File: src/rtl/sum_accumulator_pkg.sv
// Shared types and default parameters for the multi-beat sum accumulator
// that sits downstream of the 4-bit adder.
package sum_accumulator_pkg;

    typedef enum logic [1:0] {
        IDLE  = 2'd0,
        ACCUM = 2'd1,
        HOLD  = 2'd2
    } acc_state_e;

    localparam int DEF_IN_W    = 5;
    localparam int DEF_ACC_W   = 12;
    localparam int DEF_N_BEATS = 4;

endpackage

File: src/rtl/sum_accumulator.sv
// Accumulates N_BEATS adder results over a valid/ready input port and presents
// the group total plus a sticky overflow flag on a valid/ready output port.
module sum_accumulator
    import sum_accumulator_pkg::*;
#(
    parameter int IN_W    = DEF_IN_W,
    parameter int ACC_W   = DEF_ACC_W,
    parameter int N_BEATS = DEF_N_BEATS
) (
    input  logic             clk,
    input  logic             rst_n,
    input  logic             clear,
    input  logic             in_valid,
    output logic             in_ready,
    input  logic [IN_W-1:0]  in_sum,
    output logic             out_valid,
    input  logic             out_ready,
    output logic [ACC_W-1:0] out_total,
    output logic             out_ovf,
    output logic             busy
);

    localparam int CNT_W = $clog2(N_BEATS + 1);

    if (ACC_W < IN_W || N_BEATS < 1) begin : g_bad_params
        $error("sum_accumulator: requires ACC_W >= IN_W and N_BEATS >= 1");
    end

    acc_state_e       state_r;
    acc_state_e       state_nxt_s;
    logic [ACC_W-1:0] acc_r;
    logic [ACC_W-1:0] acc_nxt_s;
    logic [CNT_W-1:0] cnt_r;
    logic [CNT_W-1:0] cnt_nxt_s;
    logic [CNT_W-1:0] cnt_inc_s;
    logic             ovf_r;
    logic             ovf_nxt_s;
    logic             accept_s;
    logic [ACC_W:0]   sum_s;

    // The carry out of the ACC_W-bit add is what feeds the sticky overflow flag.
    assign sum_s     = {1'b0, acc_r} + {1'b0, ACC_W'(in_sum)};
    assign cnt_inc_s = cnt_r + CNT_W'(1);
    assign in_ready  = (state_r != HOLD) && !clear;
    assign accept_s  = in_valid && in_ready;
    assign busy      = (state_r != IDLE);

    // Next-state and datapath decode; clear overrides every state.
    always_comb begin
        state_nxt_s = state_r;
        acc_nxt_s   = acc_r;
        cnt_nxt_s   = cnt_r;
        ovf_nxt_s   = ovf_r;
        if (clear) begin
            state_nxt_s = IDLE;
            acc_nxt_s   = {ACC_W{1'b0}};
            cnt_nxt_s   = {CNT_W{1'b0}};
            ovf_nxt_s   = 1'b0;
        end else begin
            case (state_r)
                IDLE: begin
                    if (accept_s) begin
                        acc_nxt_s   = ACC_W'(in_sum);
                        cnt_nxt_s   = CNT_W'(1);
                        ovf_nxt_s   = 1'b0;
                        state_nxt_s = (N_BEATS == 1) ? HOLD : ACCUM;
                    end else begin
                        state_nxt_s = IDLE;
                    end
                end
                ACCUM: begin
                    if (accept_s) begin
                        acc_nxt_s = sum_s[ACC_W-1:0];
                        ovf_nxt_s = ovf_r | sum_s[ACC_W];
                        cnt_nxt_s = cnt_inc_s;
                        if (cnt_inc_s == CNT_W'(N_BEATS)) begin
                            state_nxt_s = HOLD;
                        end else begin
                            state_nxt_s = ACCUM;
                        end
                    end else begin
                        state_nxt_s = ACCUM;
                    end
                end
                HOLD: begin
                    if (out_ready) begin
                        state_nxt_s = IDLE;
                        acc_nxt_s   = {ACC_W{1'b0}};
                        cnt_nxt_s   = {CNT_W{1'b0}};
                        ovf_nxt_s   = 1'b0;
                    end else begin
                        state_nxt_s = HOLD;
                    end
                end
                default: begin
                    state_nxt_s = IDLE;
                    acc_nxt_s   = {ACC_W{1'b0}};
                    cnt_nxt_s   = {CNT_W{1'b0}};
                    ovf_nxt_s   = 1'b0;
                end
            endcase
        end
    end

    // State register.
    always_ff @(posedge clk or negedge rst_n) begin
        if (!rst_n) begin
            state_r <= IDLE;
        end else begin
            state_r <= state_nxt_s;
        end
    end

    // Datapath and output registers; outputs load on the edge that enters HOLD
    // so they are valid in the same cycle the state reads HOLD.
    always_ff @(posedge clk or negedge rst_n) begin
        if (!rst_n) begin
            acc_r     <= {ACC_W{1'b0}};
            cnt_r     <= {CNT_W{1'b0}};
            ovf_r     <= 1'b0;
            out_valid <= 1'b0;
            out_total <= {ACC_W{1'b0}};
            out_ovf   <= 1'b0;
        end else begin
            acc_r     <= acc_nxt_s;
            cnt_r     <= cnt_nxt_s;
            ovf_r     <= ovf_nxt_s;
            out_valid <= (state_nxt_s == HOLD);
            out_total <= (state_nxt_s == HOLD) ? acc_nxt_s : {ACC_W{1'b0}};
            out_ovf   <= (state_nxt_s == HOLD) ? ovf_nxt_s : 1'b0;
        end
    end

endmodule

File: config.mk
export PLATFORM = sky130hd
export DESIGN_NAME = sum_accumulator
export DESIGN_NICKNAME = d
export VERILOG_FILES = /design/src/rtl/sum_accumulator_pkg.sv /design/src/rtl/sum_accumulator.sv
export SDC_FILE = /design/constraint.sdc
export NUM_CORES = 1
export LEC_CHECK = 0
export CORE_MARGIN = 3
export CORE_UTILIZATION = 62
export DETAILED_ROUTE_END_ITERATION = 6
export DONT_BUFFER_PORTS = 1
export GPL_ROUTABILITY_DRIVEN = 0
export PLACE_DENSITY_LB_ADDON = 0.08
export SETUP_SLACK_MARGIN = 0.02
export SKIP_CTS_REPAIR_TIMING = 1
export SLEW_MARGIN = 20
export SYNTH_ARGS = -nofsm -noshare
export SYNTH_HDL_FRONTEND = slang
export SYNTH_SLANG_ARGS = --single-unit
File: constraint.sdc
create_clock -name clk -period 2.9 [get_ports clk]
set_clock_uncertainty 0.2 [all_clocks]
set_input_delay 0.58 -clock clk [delete_from_list [all_inputs] [get_ports clk]]
set_output_delay 0.58 -clock clk [all_outputs]
set_load 0.03 [all_outputs]
Word-level counts from Yosys, hierarchy flattened

Index checks and enable logic that the tools add are counted.

Order comparisons: 0
Eq/ne operators: 8
Multiplexer cells: 23
Shift-type cells: 0
Bitwise logic cells: 1
Divide/modulo/power cells: 0
Reduce and logical (&&, ||, !) cells: 6
Multiply operators: 0
Add/subtract/negate cells: 2

Operators with widths:

| kind                                          | number |
|---|---|
| 2-to-1 mux 12 bit                             | 5 |
| one-hot mux 12 bit (3 select lines)           | 1 |
| adder 12 x 5 -> 13 bit                        | 1 |
| 2-to-1 mux 3 bit                              | 4 |
| != test 3 bit, second input constant          | 3 |
| one-hot mux 3 bit (3 select lines)            | 1 |
| 2-to-1 mux 2 bit                              | 4 |
| 2-to-1 mux 1 bit                              | 6 |
| one-hot mux 2 bit (3 select lines)            | 1 |
| == test 2 bit, second input constant          | 2 |
| adder 3 x 1 -> 3 bit, second input constant   | 1 |
| == test 3 bit, second input constant          | 1 |
| one-hot mux 1 bit (3 select lines)            | 1 |
| AND reduction 3 bit                           | 1 |
| == test 2 x 1 -> 1 bit, second input constant | 1 |
| logical AND 1 bit                             | 2 |
| zero test 2 bit                               | 1 |
| != test 2 bit, second input constant          | 1 |
| nonzero test 2 bit                            | 1 |
| zero test 1 bit                               | 1 |
| OR 1 bit                                      | 1 |

Memories kept: 0
Logic and storage cells: 47
Memory bits (read-only): 0
Flip-flop bits (word level): 32
Bits in writable memories: 0
Input port bits: 10
Latch bits: 0
Output and inout bits: 16

Longest topological paths before layout

Gate-level depths: netlist of run 1.

Depth in word-level cells: 8
Mapped depth: 8
Mapped depth without buffers: 8

Worst setup path after synthesis of run 1

Ideal clock, no wire load.

Path type: input to register
Start point: input in_sum[0]
End point: register acc_r[10]
Arrival: 2.067 ns
Library setup time: 0.132 ns
Path slack: 0.501 ns
Stages: 8
Required time: 2.568 ns
Buffers on the path: 0
Cells stage by stage: ha_1 > inv_1 > fa_1 > nand2b_1 > a21oi_2 > o211ai_1 > a221oi_2 > nor2_1

Cells in the longest elaborated chain, start to end: 4

Ends and longest elaborated chain:

| what                                | RTL line               | RTL |
|---|---|---|
| from (decl)                         | sum_accumulator.sv:15  | `input logic [IN_W-1:0] in_sum,` |
| adder 12 x 5 -> 13 bit              | sum_accumulator.sv:42  | `assign sum_s = {1'b0, acc_r} + {1'b0, ACC_W'(in_sum)};` |
| 2-to-1 mux 12 bit                   | sum_accumulator.sv:72  | `if (accept_s) begin` |
| one-hot mux 12 bit (3 select lines) | sum_accumulator.sv:60  | `case (state_r)` |
| 2-to-1 mux 12 bit                   | sum_accumulator.sv:54  | `if (clear) begin` |
| via acc_nxt_s[10]                   | sum_accumulator.sv:32  | `logic [ACC_W-1:0] acc_nxt_s;` |
| to (signal assigned)                | sum_accumulator.sv:118 | `acc_r <= {ACC_W{1'b0}};` |
| to (signal assigned)                | sum_accumulator.sv:125 | `acc_r <= acc_nxt_s;` |
| to (decl)                           | sum_accumulator.sv:31  | `logic [ACC_W-1:0] acc_r;` |

The timed path passes the listed nets, and every way through them passes these cells.
A chain may end at the register's enable or synchronous reset.

Worst setup path in the final report of run 1

Start point: register acc_r[0]
End point: register acc_r[10]

Cells in the longest elaborated chain, start to end: 4

Ends and longest elaborated chain:

| what                                | RTL line |
|---|---|
| adder 12 x 5 -> 13 bit              | sum_accumulator.sv:42 |
| 2-to-1 mux 12 bit                   | sum_accumulator.sv:72 |
| one-hot mux 12 bit (3 select lines) | sum_accumulator.sv:60 |
| 2-to-1 mux 12 bit                   | sum_accumulator.sv:54 |
| via acc_nxt_s[10]                   | sum_accumulator.sv:32 |

The timed path passes the listed nets, and every way through them passes these cells.

==> results of run 1 <==
==> worst max-delay path by stage <==
stage / from / to / slack, ns / depth (start not counted)
floorplan: in_sum[0] / acc_r[10] / 0.50 / 8
global placement: in_sum[0] / acc_r[10] / 0.40 / 8
detailed placement: in_sum[0] / out_total[10] / 0.27 / 8
CTS: acc_r[0] / out_total[10] / 0.45 / 8
global route: acc_r[0] / out_total[10] / 0.31 / 8
finish: acc_r[0] / acc_r[10] / 0.44 / 8
==> registers in the layout, indices dropped and copies added, names as in the netlist <==
signal,flops
acc_r,12
cnt_r,3
out_ovf,1
out_total,12
out_valid,1
ovf_r,1
state_r,2
==> power by group through the flow <==
| stage | sequential [mW] | combinational, mW | clock (mW) |
|---|---|---|---|
| 5_1_grt | 0.465 | 0.123 | 0.253 |
| 6_report | 0.464 | 0.108 | 0.227 |
| 4_1_cts | 0.464 | 0.0959 | 0.233 |
| 3_5_place_dp | 0.473 | 0.0954 | 0 |
| 3_3_place_gp | 0.472 | 0.0914 | 0 |
| 2_1_floorplan | 0.468 | 0.0832 | 0 |
==> per-layer routing <==
metal | track usage (%) | wire, µm
met1 | 28.9 | 1590
met2 | 34.9 | 1770
met3 | 6.91 | 176
met4 | 11.7 | 92
met5 | 0 | 0
==> critical path: cells and delay by family, from the launching register on <==
family	cells	cell delay, ns
flip-flops	1	0.40
AO/OA/AOI/OAI	3	0.82
buffers and inverters	1	0.06
adder cells (fa/ha/maj)	2	0.59
AND/OR/NAND/NOR	2	0.29
==> through the flow <==
stage,utilization [%],cell area (µm²),hold WS [ns],total power [mW]
after floorplan,-,1820,0.0844,0.552
after global placement,65.4,1820,0.0850,0.564
after detailed placement,65.4,1820,0.0850,0.568
after CTS,67.1,1870,-0.277,0.793
after global routing,68.2,1900,0.107,0.841
final,68.2,1900,0.117,0.799
==> area by class of cell <==
| class | count | area share (%) |
|---|---|---|
| Inverter | 7 | 1.39 |
| Timing Repair Buffer | 3 | 1.98 |
| Sequential cell | 32 | 42.2 |
| Multi-Input combinational cell | 138 | 49.9 |
| Tap cell | 31 | 2.05 |
| Clock buffer | 6 | 2.18 |
| Clock inverter | 1 | 0.264 |
==> synth_stat cells, drive strengths merged, types with 2 or more instances <==
master	number
a21bo	2
nor2b	2
nor2	18
and2	9
clkbuf	2
a211oi	4
a21oi	9
nand3	5
nand4	3
o211a	2
o211ai	3
a22oi	2
or2	2
inv	7
ha	7
nand2b	7
a31oi	5
and4	2
dfrtp	32
and2b	2
buf	6
a21o	5
o21a	2
nand2	20
o21ai	6
==> logic make-up (layout without fill, tap and decap cells) <==
group | Yosys count | in the layout
buffers and inverters | 15 | 17
AOI/OAI and AO/OA | 53 | 53
DFF | 32 | 32
xor gates and xnor gates | 1 | 1
muxes | 1 | 1
and+or+nand+nor | 75 | 75
adders and majority gates | 8 | 8
==> impl_metrics.csv, run 1 <==
group,metric,value,unit
run_status,status,"finished, final reports clean",
power,clkPwrFrac,28.4,%
timing,finalCritPeriodShare,84.8,%
yosys,syn_inst,185,
hold_path,hold_start,"clear",
route,routed-via-count,1374,
yosys,syn_avg_cell_area,9.85,µm²
floorplanning,die_area,3620,µm²
yosys,yosys_most_used_dff,"dfrtp_1",
timing,finalSetupViolCount,0,
clock_tree,tritoncts,"done",
setup_path,worst_setup_path_start_kind,"register",
yosys,synth_simple_gate_area_share,21.4,%
placed_design,place_ws,0.273,ns
yosys,synth_fa_ha_area_share,5.91,%
layout,fin_nets,205,
clock_tree,cts_inserted_buffers,5,
yosys,synthXorXnorAreaFrac,0.481,%
hold_path,hold_path_end,"state_r[0]",
yosys,synth.yosys.seq_area_share,44.0,%
route,viasPerCell,6.30,
yosys,synth_top_family_by_area,"compound AO/OA/AOI/OAI gates",
yosys,synth-compound-area-share,23.6,%
layout,syn_to_final_growth,4.05,%
yosys,synth_edf_count,0,
clock_tree,worstSkewPairLatency,0.33,ns
power,powerDensity,422,nW/µm²
floorplanning,fp.dieH,60.2,µm
setup_path,criticalPathCategory,"reg -> reg",
yosys,synth_top_area_cell,"dfrtp_1",
floorplanning,core.rowCount,19,
hold_path,min_path_cells,1,
setup_path,worstSetupEndpointType,"register",
yosys,synth_cell_types,53,
floorplanning,core-area,2780,µm²
placed_design,port_buffers,0,
grt,grt_pass1_vias,1349,
layout,fillers,224,
setup_path,cp_slowest_stage_delay,0.40,ns
grt,grt-ovfl-total,0,
yosys,synthMuxAreaShare,0.549,%
grt,grt_usage,22.8,%
clock_tree,cts_sinks,32,
yosys,ys_seq_elements,32,
timing,finalCriticalPeriod,2.46,ns
power,p_leak,0.858,nW
route,drc,0,
timing,grt_setup_unrepaired,"false",
floorplanning,ioPinCount,26,
route,drtIter0Drc,47,
setup_path,r2r_slack,0.44,ns
grt,grt_max_degree,33,
power,swShare,27.0,%
clock_tree,htreeDepth,2,
yosys,netlist_area,1820,µm²
grt,antenna_found_initial,0,
timing,slew_headroom,63.7,%
yosys,synthArstFlopShare,100,%
yosys,yosys_warnings,0,
layout,drive_above_1_share,10.7,%
timing,fmax,407,MHz
clock_tree,cts_root_buf,"clkbuf_4",
floorplanning,start_util,65.5,%
layout,final_common_cell,"dfrtp_1",
setup_path,crit_path_max_fanout,6,
setup_path,cp.arrival,2.47,ns
clock_tree,clk_path_buf_depth,2,
timing,hold_viol,0,
power,p_int,583,µW
power,combPwrFrac,13.5,%
layout,layout_common_cells,"dfrtp_1, nand2_1, nor2_1, and2_1",
layout,multi_input_area,946,µm²
grt,grt_pass1_wl,6070,µm
timing,tns,0,ns
power,power.switching,216,µW
yosys,synth_area_leaders,"dfrtp_1, ha_1, nand2_1",
floorplanning,die_x,60.2,µm
yosys,syn_nets,203,
layout,regArea,801,µm²
layout,n_antenna_cell,0,
timing,tightestPinTransition,0.543,ns
hold_path,worst_hold_path_type,"in -> reg",
setup_path,cp_slowest_cell,"dfrtp_1",
timing,worst_slack,0.441,ns
layout,fin_cells,218,
clock_tree,clk_pin_slew,0.09,ns
setup_path,r2r_cells,8,
timing,maxSlewViolCount,0,
route,wirelength,3630,µm
setup_path,required,2.91,ns
yosys,synth_top_area_share,44.0,%
power,ir_drop,0.000417,V
setup_path,regToRegStartpoint,"acc_r[0]",
placed_design,post-place-cells,209,
route,ant_nets,0,
power,seqPwrFrac,58.0,%
setup_path,r2r-end,"acc_r[10]",
job,maxCapViolCount,0,
placed_design,hpwl,2680,µm
route,routedWlPerCell,16.7,µm
setup_path,path_cells,"ha_1 > inv_1 > fa_1 > nand2b_1 > a21oi_2 > o211ai_1 > a221oi_2 > nor2_1",
route,drt_first_pass_iters,5,
(Power assumes the default switching activity.)
==> inputs of run 2 (changes only) <==
CORE_UTILIZATION = 56   (was 62)
clock period = 2.2 ns   (was 2.9 ns; I/O delays follow)
==> run 2 against run 1 <==
- clock power up 34%
- sequential share of layout area down 3.0 points
- utilization down 1.9 points
- largest power group unchanged
- via count up 4.8%
- non-clock buffer count up 12
==> impl_metrics.csv, run 2 (synthesis results as in run 1) <==
group,metric,value,unit
timing,holdWs,0.0174,ns
floorplanning,die_area,3970,µm²
route,routedWlPerCell,16.4,µm
setup_path,critPathTopFamily,"compound AO/OA/AOI/OAI gates",
floorplanning,fp.dieH,63.0,µm
placed_design,port_buffers,0,
floorplanning,core-area,3080,µm²
clock_tree,tritoncts,"done",
hold_path,worst_hold_path_type,"in -> reg",
route,ant_nets,0,
layout,drive_above_1_share,18.1,%
floorplanning,ioPinCount,26,
layout,syn_to_final_growth,12.0,%
clock_tree,cts_inserted_buffers,5,
route,drtIter0Drc,91,
setup_path,worstSetupEndpointType,"register",
grt,grt_pass1_wl,6630,µm
timing,hold_viol,0,
power,power,1.08,mW
timing,maxSlewViolCount,0,
timing,fmax,477,MHz
layout,utilization,66.3,%
timing,finalCritPeriodShare,95.3,%
layout,fin_cells,243,
setup_path,criticalPathCategory,"reg -> reg",
route,drt_first_pass_iters,4,
power,powerDensity,532,nW/µm²
setup_path,required,2.22,ns
timing,slew_headroom,65.0,%
grt,grt_max_degree,33,
route,wirelength,3990,µm
placed_design,dpl-instance-area,1920,µm²
setup_path,crit_path_max_fanout,3,
setup_path,path_cells,"ha_2 > inv_1 > fa_2 > nand2b_4 > a21oi_4 > o211ai_1 > a221oi_2 > nor2_1",
timing,tightestPinTransition,0.523,ns
setup_path,cp.arrival,2.12,ns
layout,fillers,270,
route,routed-via-count,1440,
layout,reg_top3,"acc_r: 12 flops, out_total: 12 flops, cnt_r: 3 flops",
floorplanning,start_util,59.2,%
setup_path,crit_buf_inv,1,
power,ir_drop,0.000345,V
layout,final_common_cell,"dfrtp_1",
clock_tree,worstSkewPairLatency,0.33,ns
grt,grt-ovfl-total,0,
layout,fin_area,2040,µm²
setup_path,worst_setup_path_start_kind,"register",
placed_design,post-place-cells,231,
grt,antenna_found_initial,0,
clock_tree,clk_pin_slew,0.10,ns
job,maxCapViolCount,0,
run_status,status,"finished, final reports clean",
clock_tree,htreeDepth,2,
timing,grt_setup_unrepaired,"true",
grt,grt_pass1_vias,1370,
grt,grt_usage,22.3,%
clock_tree,clk_path_buf_depth,2,
clock_tree,cts_root_buf,"clkbuf_4",
timing,finalSetupViolCount,0,
route,viasPerCell,5.93,
layout,n_antenna_cell,0,
timing,finalCriticalPeriod,2.10,ns
layout,layout_common_cells,"dfrtp_1, nand2_1, nor2_1, buf_4, and2_1",
setup_path,cp_slowest_cell,"dfrtp_1",
clock_tree,cts_sinks,32,
route,drc,0,
floorplanning,core.rowCount,20,
floorplanning,die_x,63.0,µm
layout,fin_nets,217,
power,p_leak,0.928,nW
placed_design,hpwl,2820,µm
setup_path,cp_slowest_stage_delay,0.37,ns
==> run 2: metrics by stage <==
| step | TNS, ns | setup WS (ns) |
|---|---|---|
| floorplan | 0 | 0.0285 |
| global placement | 0 | 0.00169 |
| detailed placement | -0.148 | -0.0443 |
| CTS | 0 | 0.00400 |
| global route | -0.0339 | -0.0195 |
| finish | 0 | 0.103 |
==> run 2: layout make-up <==
cell class	instances	area, µm²	share of cell area (%)
flip-flops and latches	32	801	39.2
inverters	7	26.3	1.29
well taps	44	55.1	2.70
multi-input cells	138	982	48.1
clock inverters	1	5.00	0.245
clock buffers	6	41.3	2.02
repair buffers	15	130	6.38
==> run 2: path summary, 6_finish.rpt <==
path	from	to	depth (start not counted)	slack (ns)
worst min-delay path	clear	cnt_r[2]	1	0.02
worst max-delay path	acc_r[0]	acc_r[10]	8	0.10
min in group asynchronous	rst_n	acc_r[6]	2	0.35
worst max register to register	acc_r[0]	acc_r[10]	8	0.10
worst min register to register	cnt_r[2]	cnt_r[2]	2	0.30
max in group asynchronous	rst_n	state_r[1]	2	1.28
==> run 2: routing by layer <==
layer	track usage (%)	vias to the layer above	share of wire (%)
met5	0	-	0
met4	9.37	0	1.8
met3	6.83	7	5.3
met2	37.3	40	49
met1	26.3	698	43
li1	-	695	-
==> run 2: where the power goes <==
part / switching (mW) / internal (mW)
clock network: 0.187 / 0.117
logic: 0.102 / 0.0683
registers: 0.0115 / 0.599
==> inputs of run 3 (changes only) <==
CELL_PAD_IN_SITES_DETAIL_PLACEMENT = 2   (was default)
CELL_PAD_IN_SITES_GLOBAL_PLACEMENT = 2   (was default)
CORE_UTILIZATION = 35   (was 56)
==> run 3 against run 2 <==
- first-iteration DRC count fell by 74%
- worst hold slack better by 0.012 ns
- routed wire length rose by 28%
- final cell count increased by 12%
- sequential power hardly changed
- non-clock buffer count up 5
==> impl_metrics.csv, run 3 (synthesis results as in run 1) <==
group,metric,value,unit
grt,grt_usage,18.1,%
clock_tree,htreeDepth,2,
clock_tree,tritoncts,"done",
hold_path,worst_hold_path_type,"in -> reg",
layout,fin_nets,222,
layout,reg_top3,"acc_r: 12 flops, out_total: 12 flops, cnt_r: 3 flops",
grt,grt_pass1_vias,1673,
floorplanning,core.rowCount,25,
setup_path,criticalPathCategory,"reg -> reg",
layout,syn_to_final_growth,18.4,%
timing,finalCriticalPeriod,2.16,ns
floorplanning,ioPinCount,26,
timing,maxSlewViolCount,0,
timing,slew_headroom,65.6,%
power,p_leak,0.968,nW
setup_path,critPathTopFamily,"compound AO/OA/AOI/OAI gates",
clock_tree,cts_sinks,32,
floorplanning,die_x,78.1,µm
timing,finalSetupViolCount,0,
route,ant_nets,0,
setup_path,crit_path_max_fanout,3,
grt,antenna_found_initial,0,
layout,n_antenna_cell,0,
timing,fmax,462,MHz
power,powerDensity,581,nW/µm²
timing,grt_setup_unrepaired,"true",
setup_path,crit_buf_inv,1,
placed_design,hpwl,3730,µm
grt,grt_pass1_wl,8580,µm
layout,drive_above_1_share,22.4,%
placed_design,post-place-cells,259,
layout,layout_common_cells,"dfrtp_1, nand2_1, nor2_1, buf_4, and2_1",
layout,fillers,546,
placed_design,port_buffers,0,
power,power,1.25,mW
route,routed-via-count,1482,
layout,utilization,44.2,%
setup_path,path_cells,"ha_2 > inv_2 > fa_2 > nand2b_4 > a21oi_4 > o211ai_1 > a221oi_2 > nor2_1",
clock_tree,worstSkewPairLatency,0.28,ns
route,viasPerCell,5.45,
setup_path,worst_setup_path_start_kind,"register",
job,maxCapViolCount,0,
grt,grt_max_degree,33,
setup_path,cp.arrival,2.13,ns
clock_tree,clk_pin_slew,0.06,ns
layout,fin_cells,272,
timing,holdWs,0.0299,ns
floorplanning,core-area,4880,µm²
setup_path,required,2.17,ns
clock_tree,clk_path_buf_depth,2,
route,wirelength,5110,µm
timing,tightestPinTransition,0.514,ns
route,drtIter0Drc,24,
power,ir_drop,0.000297,V
route,drc,0,
route,routedWlPerCell,18.8,µm
run_status,status,"finished, final reports clean",
setup_path,worstSetupEndpointType,"register",
grt,grt-ovfl-total,0,
setup_path,cp_slowest_stage_delay,0.39,ns
layout,final_common_cell,"dfrtp_1",
route,drt_first_pass_iters,4,
floorplanning,start_util,37.3,%
clock_tree,cts_inserted_buffers,5,
floorplanning,fp.dieH,78.1,µm
setup_path,cp_slowest_cell,"dfrtp_1",
timing,hold_viol,0,
floorplanning,die_area,6110,µm²
clock_tree,cts_root_buf,"clkbuf_8",
timing,finalCritPeriodShare,98.3,%
-- run 3: metal layers --
layer  share of wire, %  track usage (%)
met5                  0                0
met4                1.3             5.59
met3                3.2             4.24
met2                 54             34.1
met1                 41             20.0
-- run 3: stage by stage --
| step | setup TNS (ns) | instance area (µm²) | setup WS, ns |
|---|---|---|---|
| 2_1_floorplan | 0 | 1840 | 0.0285 |
| 3_3_place_gp | -0.0497 | 1980 | -0.0183 |
| 3_5_place_dp | -0.389 | 1980 | -0.0765 |
| 4_1_cts | -0.194 | 2070 | -0.0452 |
| 5_1_grt | -0.436 | 2160 | -0.0873 |
| 6_report | 0 | 2160 | 0.0366 |
-- run 3: cell type report --
class | count | area (µm²) | share of cell area (%)
repair buffers | 20 | 165 | 7.66
well taps | 67 | 83.8 | 3.89
clock buffers | 8 | 90.1 | 4.18
inverters | 7 | 26.3 | 1.22
flip-flops and latches | 32 | 802 | 37.2
multi-input cells | 138 | 990 | 45.9
-- run 3: power breakdown --
part           total [mW]  switching [mW]  internal [mW]
clock network       0.460           0.205          0.255
registers           0.610         0.00991          0.600
logic               0.185           0.111         0.0737
total                1.25           0.326          0.928
-- run 3: path summary, 6_finish.rpt --
kind / cells past startpoint / slack [ns] / startpoint / to
worst max-delay path: 8 / 0.04 / acc_r[0] / acc_r[10]
worst min-delay path: 1 / 0.03 / clear / state_r[0]
worst max register to register: 8 / 0.04 / acc_r[0] / acc_r[10]
worst min register to register: 2 / 0.29 / cnt_r[2] / cnt_r[2]
max in group asynchronous: 2 / 1.19 / rst_n / state_r[1]
min in group asynchronous: 2 / 0.41 / rst_n / out_valid
